$ cat src/rtl/forward_north_south_pkg.sv
// Shared router constants: dy field geometry, per-direction hop step and merge source indices.
package forward_north_south_pkg;
  localparam int PACKET_WIDTH_DEF = 21;
  localparam int DY_MSB_DEF       = 20;
  localparam int DY_W             = 9;
  localparam int DY_LSB_DEF       = DY_MSB_DEF - DY_W + 1;
  localparam int ADD_NORTH        = -1;
  localparam int ADD_SOUTH        = 1;
  localparam int NUM_SRC          = 3;

  localparam logic [1:0] SRC_ROUTING = 2'd0;
  localparam logic [1:0] SRC_EAST    = 2'd1;
  localparam logic [1:0] SRC_WEST    = 2'd2;

  function automatic logic [1:0] next_src(input logic [1:0] s);
    return (s == SRC_WEST) ? SRC_ROUTING : s + 2'd1;
  endfunction
endpackage

$ cat src/rtl/fifo_buffer.sv
// Generic synchronous FIFO, registered read: i_rd_en in cycle N presents the head on o_dout in N+1.
// Writes while full and reads while empty are ignored; almost_full flags one free slot left.
module fifo_buffer #(
  parameter int WIDTH = 8,
  parameter int DEPTH = 4
) (
  input  logic             i_clk,
  input  logic             i_rst,
  input  logic             i_wr_en,
  input  logic [WIDTH-1:0] i_din,
  input  logic             i_rd_en,
  output logic [WIDTH-1:0] o_dout,
  output logic             o_empty,
  output logic             o_full,
  output logic             o_almost_full
);
  localparam int AW = $clog2(DEPTH);

  logic [WIDTH-1:0] r_mem [DEPTH];
  logic [AW-1:0]    r_wptr;
  logic [AW-1:0]    r_rptr;
  logic [AW:0]      r_count;
  logic [WIDTH-1:0] r_dout;
  logic             w_do_wr;
  logic             w_do_rd;

  assign w_do_wr       = i_wr_en && !o_full;
  assign w_do_rd       = i_rd_en && !o_empty;
  assign o_empty       = (r_count == '0);
  assign o_full        = (r_count == (AW+1)'(DEPTH));
  assign o_almost_full = (r_count == (AW+1)'(DEPTH - 1));
  assign o_dout        = r_dout;

  always_ff @(posedge i_clk) begin
    if (w_do_wr && !i_rst) r_mem[r_wptr] <= i_din;
  end

  always_ff @(posedge i_clk) begin
    if (i_rst) begin
      r_wptr  <= '0;
      r_rptr  <= '0;
      r_count <= '0;
      r_dout  <= '0;
    end else begin
      if (w_do_wr) r_wptr <= r_wptr + 1'b1;
      if (w_do_rd) begin
        r_dout <= r_mem[r_rptr];
        r_rptr <= r_rptr + 1'b1;
      end
      r_count <= r_count + (AW+1)'(w_do_wr) - (AW+1)'(w_do_rd);
    end
  end
endmodule

$ cat src/rtl/forward_north_south_rr_merge3.sv
// Three-way round-robin read arbiter over registered-read source FIFOs plus the capture register.
// A grant in cycle N yields o_vld/o_dat in N+1; i_stall suppresses all grants and holds the pointer.
module rr_merge3 import forward_north_south_pkg::*; #(
  parameter int DATA_WIDTH = 21
) (
  input  logic                               i_clk,
  input  logic                               i_rst,
  input  logic [NUM_SRC-1:0][DATA_WIDTH-1:0] i_din,
  input  logic [NUM_SRC-1:0]                 i_empty,
  input  logic                               i_stall,
  output logic [NUM_SRC-1:0]                 o_ren,
  output logic                               o_vld,
  output logic [DATA_WIDTH-1:0]              o_dat
);
  logic [1:0] r_ptr;
  logic [1:0] r_src_q;
  logic       r_valid_q;
  logic [1:0] w_sel;
  logic [1:0] w_idx;
  logic       w_any;
  logic       w_grant;

  // Scan from the pointer; the first non-empty source at or after it wins.
  always_comb begin
    w_any = 1'b0;
    w_sel = r_ptr;
    w_idx = '0;
    for (int k = 0; k < NUM_SRC; k++) begin
      w_idx = 2'((int'(r_ptr) + k) % NUM_SRC);
      if (!w_any && !i_empty[w_idx]) begin
        w_any = 1'b1;
        w_sel = w_idx;
      end
    end
  end

  assign w_grant = w_any && !i_stall && !i_rst;

  always_comb begin
    o_ren = '0;
    if (w_grant) o_ren[w_sel] = 1'b1;
  end

  always_ff @(posedge i_clk) begin
    if (i_rst) begin
      r_ptr     <= SRC_ROUTING;
      r_src_q   <= SRC_ROUTING;
      r_valid_q <= 1'b0;
    end else begin
      r_valid_q <= w_grant;
      if (w_grant) begin
        r_src_q <= w_sel;
        r_ptr   <= next_src(w_sel);
      end
    end
  end

  assign o_vld = r_valid_q;
  assign o_dat = i_din[r_src_q];
endmodule

$ cat src/rtl/forward_north_south.sv
// Vertical forwarding stage: merges routing/east/west dy-only packets, steps dy or strips it for local delivery.
// Source read to FIFO write is 1 cycle; stalls all reads while either output FIFO is full or almost full. Optional counters: FORWARD_NS_STATS_EN.
module forward_north_south import forward_north_south_pkg::*; #(
  parameter int PACKET_WIDTH = PACKET_WIDTH_DEF,
  parameter int DY_MSB       = DY_MSB_DEF,
  parameter int DY_LSB       = DY_LSB_DEF,
  parameter int BUFFER_DEPTH = 4,
  parameter int NORTH        = 1
) (
  input  logic                    clk,
  input  logic                    rst,
  input  logic [PACKET_WIDTH-1:0] din_routing,
  input  logic                    empty_routing,
  output logic                    ren_out_routing,
  input  logic [PACKET_WIDTH-1:0] din_east,
  input  logic                    empty_east,
  output logic                    ren_out_east,
  input  logic [PACKET_WIDTH-1:0] din_west,
  input  logic                    empty_west,
  output logic                    ren_out_west,
  input  logic                    ren_in_routing,
  output logic [PACKET_WIDTH-1:0] dout_routing,
  output logic                    routing_buffer_empty,
  input  logic                    ren_in_local,
  output logic [DY_LSB-1:0]       dout_local,
  output logic                    local_buffer_empty
`ifdef FORWARD_NS_STATS_EN
  ,
  output logic [15:0]             stat_local,
  output logic [15:0]             stat_forward
`endif
);
  localparam int DYW = DY_MSB - DY_LSB + 1;
  localparam logic [DYW-1:0] ADD = DYW'((NORTH != 0) ? ADD_NORTH : ADD_SOUTH);

  logic [NUM_SRC-1:0][PACKET_WIDTH-1:0] w_din;
  logic [NUM_SRC-1:0]                   w_empty;
  logic [NUM_SRC-1:0]                   w_ren;
  logic                                 w_cap_vld;
  logic [PACKET_WIDTH-1:0]              w_cap_dat;
  logic [DYW-1:0]                       w_dy;
  logic [DY_LSB-1:0]                    w_payload;
  logic                                 w_wr_local;
  logic                                 w_wr_route;
  logic [PACKET_WIDTH-1:0]              w_route_dat;
  logic                                 w_rt_full, w_rt_afull, w_lc_full, w_lc_afull;
  logic                                 w_stall;

  assign w_din[SRC_ROUTING]   = din_routing;
  assign w_din[SRC_EAST]      = din_east;
  assign w_din[SRC_WEST]      = din_west;
  assign w_empty[SRC_ROUTING] = empty_routing;
  assign w_empty[SRC_EAST]    = empty_east;
  assign w_empty[SRC_WEST]    = empty_west;
  assign ren_out_routing      = w_ren[SRC_ROUTING];
  assign ren_out_east         = w_ren[SRC_EAST];
  assign ren_out_west         = w_ren[SRC_WEST];

  // Almost-full reserves the slot for the packet already in flight from last cycle's grant.
  assign w_stall = w_rt_full | w_rt_afull | w_lc_full | w_lc_afull;

  rr_merge3 #(.DATA_WIDTH(PACKET_WIDTH)) u_merge (
    .i_clk   (clk),
    .i_rst   (rst),
    .i_din   (w_din),
    .i_empty (w_empty),
    .i_stall (w_stall),
    .o_ren   (w_ren),
    .o_vld   (w_cap_vld),
    .o_dat   (w_cap_dat)
  );

  assign w_dy        = w_cap_dat[DY_MSB:DY_LSB];
  assign w_payload   = w_cap_dat[DY_LSB-1:0];
  assign w_wr_local  = w_cap_vld && (w_dy == '0);
  assign w_wr_route  = w_cap_vld && (w_dy != '0);
  assign w_route_dat = PACKET_WIDTH'({w_dy + ADD, w_payload});

  fifo_buffer #(.WIDTH(PACKET_WIDTH), .DEPTH(BUFFER_DEPTH)) u_routing_fifo (
    .i_clk         (clk),
    .i_rst         (rst),
    .i_wr_en       (w_wr_route),
    .i_din         (w_route_dat),
    .i_rd_en       (ren_in_routing),
    .o_dout        (dout_routing),
    .o_empty       (routing_buffer_empty),
    .o_full        (w_rt_full),
    .o_almost_full (w_rt_afull)
  );

  fifo_buffer #(.WIDTH(DY_LSB), .DEPTH(BUFFER_DEPTH)) u_local_fifo (
    .i_clk         (clk),
    .i_rst         (rst),
    .i_wr_en       (w_wr_local),
    .i_din         (w_payload),
    .i_rd_en       (ren_in_local),
    .o_dout        (dout_local),
    .o_empty       (local_buffer_empty),
    .o_full        (w_lc_full),
    .o_almost_full (w_lc_afull)
  );

`ifdef FORWARD_NS_STATS_EN
  logic [15:0] r_stat_local;
  logic [15:0] r_stat_forward;

  always_ff @(posedge clk) begin
    if (rst) begin
      r_stat_local   <= '0;
      r_stat_forward <= '0;
    end else begin
      if (w_wr_local && (r_stat_local != 16'hFFFF))   r_stat_local   <= r_stat_local + 16'd1;
      if (w_wr_route && (r_stat_forward != 16'hFFFF)) r_stat_forward <= r_stat_forward + 16'd1;
    end
  end

  assign stat_local   = r_stat_local;
  assign stat_forward = r_stat_forward;
`endif
endmodule

$ cat config.mk
export PLATFORM = sky130hd
export DESIGN_NAME = forward_north_south
export DESIGN_NICKNAME = d
export VERILOG_FILES = /design/src/rtl/forward_north_south_pkg.sv /design/src/rtl/fifo_buffer.sv /design/src/rtl/forward_north_south_rr_merge3.sv /design/src/rtl/forward_north_south.sv
export SDC_FILE = /design/constraint.sdc
export NUM_CORES = 1
export LEC_CHECK = 0
export ABC_CLOCK_PERIOD_IN_PS = 4030
export CORE_AREA = 2 2 196 121
export DETAILED_ROUTE_END_ITERATION = 10
export DIE_AREA = 0 0 198 123
export DONT_BUFFER_PORTS = 1
export GPL_ROUTABILITY_DRIVEN = 0
export PLACE_DENSITY = 0.49
export SLEW_MARGIN = 20
export SYNTH_ARGS = -nofsm -noshare
export SYNTH_HDL_FRONTEND = slang
export SYNTH_SLANG_ARGS = --single-unit
$ cat constraint.sdc
create_clock -name clk -period 4.03 [get_ports clk]
set_input_delay 0.403 -clock clk [delete_from_list [all_inputs] [get_ports clk]]
set_output_delay 0.403 -clock clk [all_outputs]
set_load 0.05 [all_outputs]
==> impl_metrics.py <==
metrics = {
    "floorplan": {
        "core-area_um2": 22700,
        "fp-row-count": 43,
        "ios": 108,
        "chipWidth_um": 198,
        "die_h_um": 123,
        "die-area_um2": 24400,
        "start_util_pct": 34.4,
    },
    "grt": {
        "overflow": 0,
        "gr-usage-all-layers_pct": 15.8,
        "antenna_found_initial": 1,
        "grt_pass1_wl_um": 27400,
        "grt_pass1_vias": 4486,
        "grt_max_degree": 51,
    },
    "synthesis": {
        "synth.ff_latch_count": 184,
        "synth_common_cells": "edfxtp_1, nand2_1, dfxtp_1, a21oi_1, mux4_2",
        "yosys.cell_types.count": 47,
        "async_flop_share_pct": 0,
        "syn_avg_cell_area_um2": 14.1,
        "synth_edf_count": 132,
        "synth_area_um2": 7790,
        "syn_nets": 643,
        "synth_top_area_cell": "edfxtp_1",
        "ys_seq_area_share_pct": 64.3,
        "synth_flop_cell": "edfxtp_1",
        "synth_cells": 553,
        "synth_top_area_share_pct": 50.9,
        "synth.most_common_cell": "edfxtp_1",
        "yosysWarnings": 0,
        "synth.area.top_cells": "edfxtp_1, dfxtp_1, mux4_2",
    },
    "hold_path": {
        "min-delay-start": "rst",
        "hold_class": "in -> reg",
        "hold_end": "u_merge.r_src_q[0]",
        "min_path_cells": 1,
    },
    "setup_path": {
        "cp-start-kind": "register",
        "cp_max_fo": 12,
        "worstPathRequired_ns": 4.36,
        "crit_type": "reg -> reg",
        "endpoint_kind": "register",
        "reg2reg_slack_ns": 0.43,
        "crit_arrival_ns": 3.93,
        "r2r_end": "u_local_fifo.r_count[2]",
        "rr_startpoint": "u_merge.r_src_q[0]",
        "r2r_cells": 11,
    },
    "drt": {
        "routed_wl_um": 18100,
        "drtIter0Drc": 319,
        "remaining_drc_errors": 0,
        "dr.pass1.iters": 6,
        "vias_per_cell": 4.94,
        "postRouteAntennaNets": 0,
        "wl_per_cell_um": 20.4,
        "dr_total_vias": 4381,
    },
    "cts": {
        "cts_root_buf": "clkbuf_16",
        "cts_sinks": 184,
        "cts_tree": "done",
        "cts_buffer_depth": 2,
        "path_clk_slew_ns": 0.07,
        "ctsHoldBuffers": 0,
        "cts_buffers": 17,
        "ctsResizeCount": 0,
        "htreeDepth": 4,
        "cts_setup_buffers": 0,
        "clock_latency_ns": 0.43,
    },
    "placement": {
        "dp_slack_ns": 0.410,
        "dp_hpwl_um": 12500,
        "port_buffers": 0,
        "place_inst": 855,
    },
    "cells_and_area": {
        "finalNonFillerCells": 887,
        "drive_above_1_share_pct": 16.4,
        "nets": 649,
        "utilization_pct": 38.7,
        "diodes": 0,
        "fillers": 2138,
        "area_delta_synth_final_pct": 12.5,
    },
    "power_and_ir_drop": {
        "p_per_area_nw_per_um2": 724,
        "ir_drop_mv": 0.305,
        "p_leak_nw": 2.86,
        "power_mw": 6.34,
    },
    "timing": {
        "fmax_ghz": 0.278,
        "skew_ns": 0.00996,
        "rsz0062_at_grt": "false",
        "setup_slack_ns": 0.427,
        "worstMarginPinSlew_ns": 1.10,
        "relSlewSlack_pct": 26.0,
        "fin_tns_setup_ns": 0,
        "slew_violations": 0,
        "timing.final.crit_period_ns": 3.60,
        "fin_crit_sh_pct": 89.4,
        "finalSetupViolations": 0,
        "finalHoldViolCount": 0,
    },
    "outcome": {
        "status": "complete, no violations",
    },
    "job": {
        "drv_cap": 0,
    },
}
[per-stage QoR]
step / hold WS, ns / cell area (um^2)
after detailed placement: 0.482 / 8190
after floorplan: 0.468 / 7790
after global routing: 0.00329 / 8760
final: 0.0325 / 8760
after global placement: 0.479 / 8190
after CTS: 0.0132 / 8760
[logic make-up after synthesis]
kind of cell / count (synthesis) / share of synthesized area (%)
muxes: 63 / 13.5
DFF: 184 / 64.3
xor gates and xnor gates: 15 / 1.69
adders and majority gates: 20 / 3.41
and+or+nand+nor: 145 / 8.39
AOI/OAI and AO/OA: 74 / 5.80
buffers and inverters: 52 / 2.94
[flip-flops by register name (all words and copies together), names as in the netlist, 3 cells and up]
register                count
u_local_fifo.o_dout        12
u_routing_fifo.o_dout      21
u_routing_fifo.r_count      3
u_routing_fifo.r_mem       84
u_local_fifo.r_mem         48
u_local_fifo.r_count        3
[power breakdown]
part           switching (mW)  internal (mW)
combinational            1.06          0.679
sequential              0.507           2.47
clock                   0.730          0.899
total                    2.29           4.05
[worst max-delay path by stage]
stage               depth (start not counted)                       to  slack [ns]          startpoint
global placement                           11  u_local_fifo.r_count[2]        0.54  u_merge.r_src_q[0]
global route                               11  u_local_fifo.r_count[2]        0.09  u_merge.r_src_q[0]
finish                                     11  u_local_fifo.r_count[2]        0.43  u_merge.r_src_q[0]
detailed placement                         11  u_local_fifo.r_count[2]        0.41  u_merge.r_src_q[0]
floorplan                                   7             ren_out_east        0.50    u_merge.r_ptr[0]
CTS                                        11  u_local_fifo.r_count[2]        0.38  u_merge.r_src_q[0]
[final cells by class]
| type | instances | area (um^2) | area share [%] |
|---|---|---|---|
| Tap cell | 315 | 394 | 4.50 |
| Timing Repair Buffer | 17 | 128 | 1.46 |
| Clock inverter | 12 | 115 | 1.31 |
| Inverter | 22 | 82.6 | 0.943 |
| Multi-Input combinational cell | 317 | 2580 | 29.4 |
| Sequential cell | 184 | 5010 | 57.1 |
| Clock buffer | 20 | 458 | 5.23 |
[layer usage]
metal  part of all wire (%)  track usage, %  up-vias
li1                       -               -     2048
met1                     48            21.9     2218
met2                     46            24.7      103
met3                    5.1            4.99       10
met4                   0.52            3.24        2
met5                  0.055               0        -
[worst max-delay path, cell delays in order, from the launching register on]
cell and delay (ns):
dfxtp_2 0.60, mux2i_1 0.23, a2bb2oi_1 0.52, ha_1 0.24
nor4b_2 0.45, and4_1 0.44, ha_1 0.20, inv_1 0.05
fa_1 0.38, xor2_1 0.18, xnor2_1 0.14, nor2_1 0.05
[layout by cell type (no fill, tap or decap), drive strengths merged, types with 2 or more instances in the layout]
cell type,instances
a21oi,36
a2bb2oi,2
and3,9
buf,17
clkbuf,20
clkinv,4
clkinvlp,2
dfxtp,52
edfxtp,132
fa,2
ha,18
inv,27
mux2,3
mux2i,27
mux4,33
nand2,93
nand2b,3
nand3,5
nor2,15
nor2b,8
nor3,3
nor4,2
o211ai,4
o21a,2
o21ai,14
o22ai,2
o2bb2ai,7
or3b,2
xnor2,10
xor2,5
No activity file was read; power rests on OpenSTA's default activity.
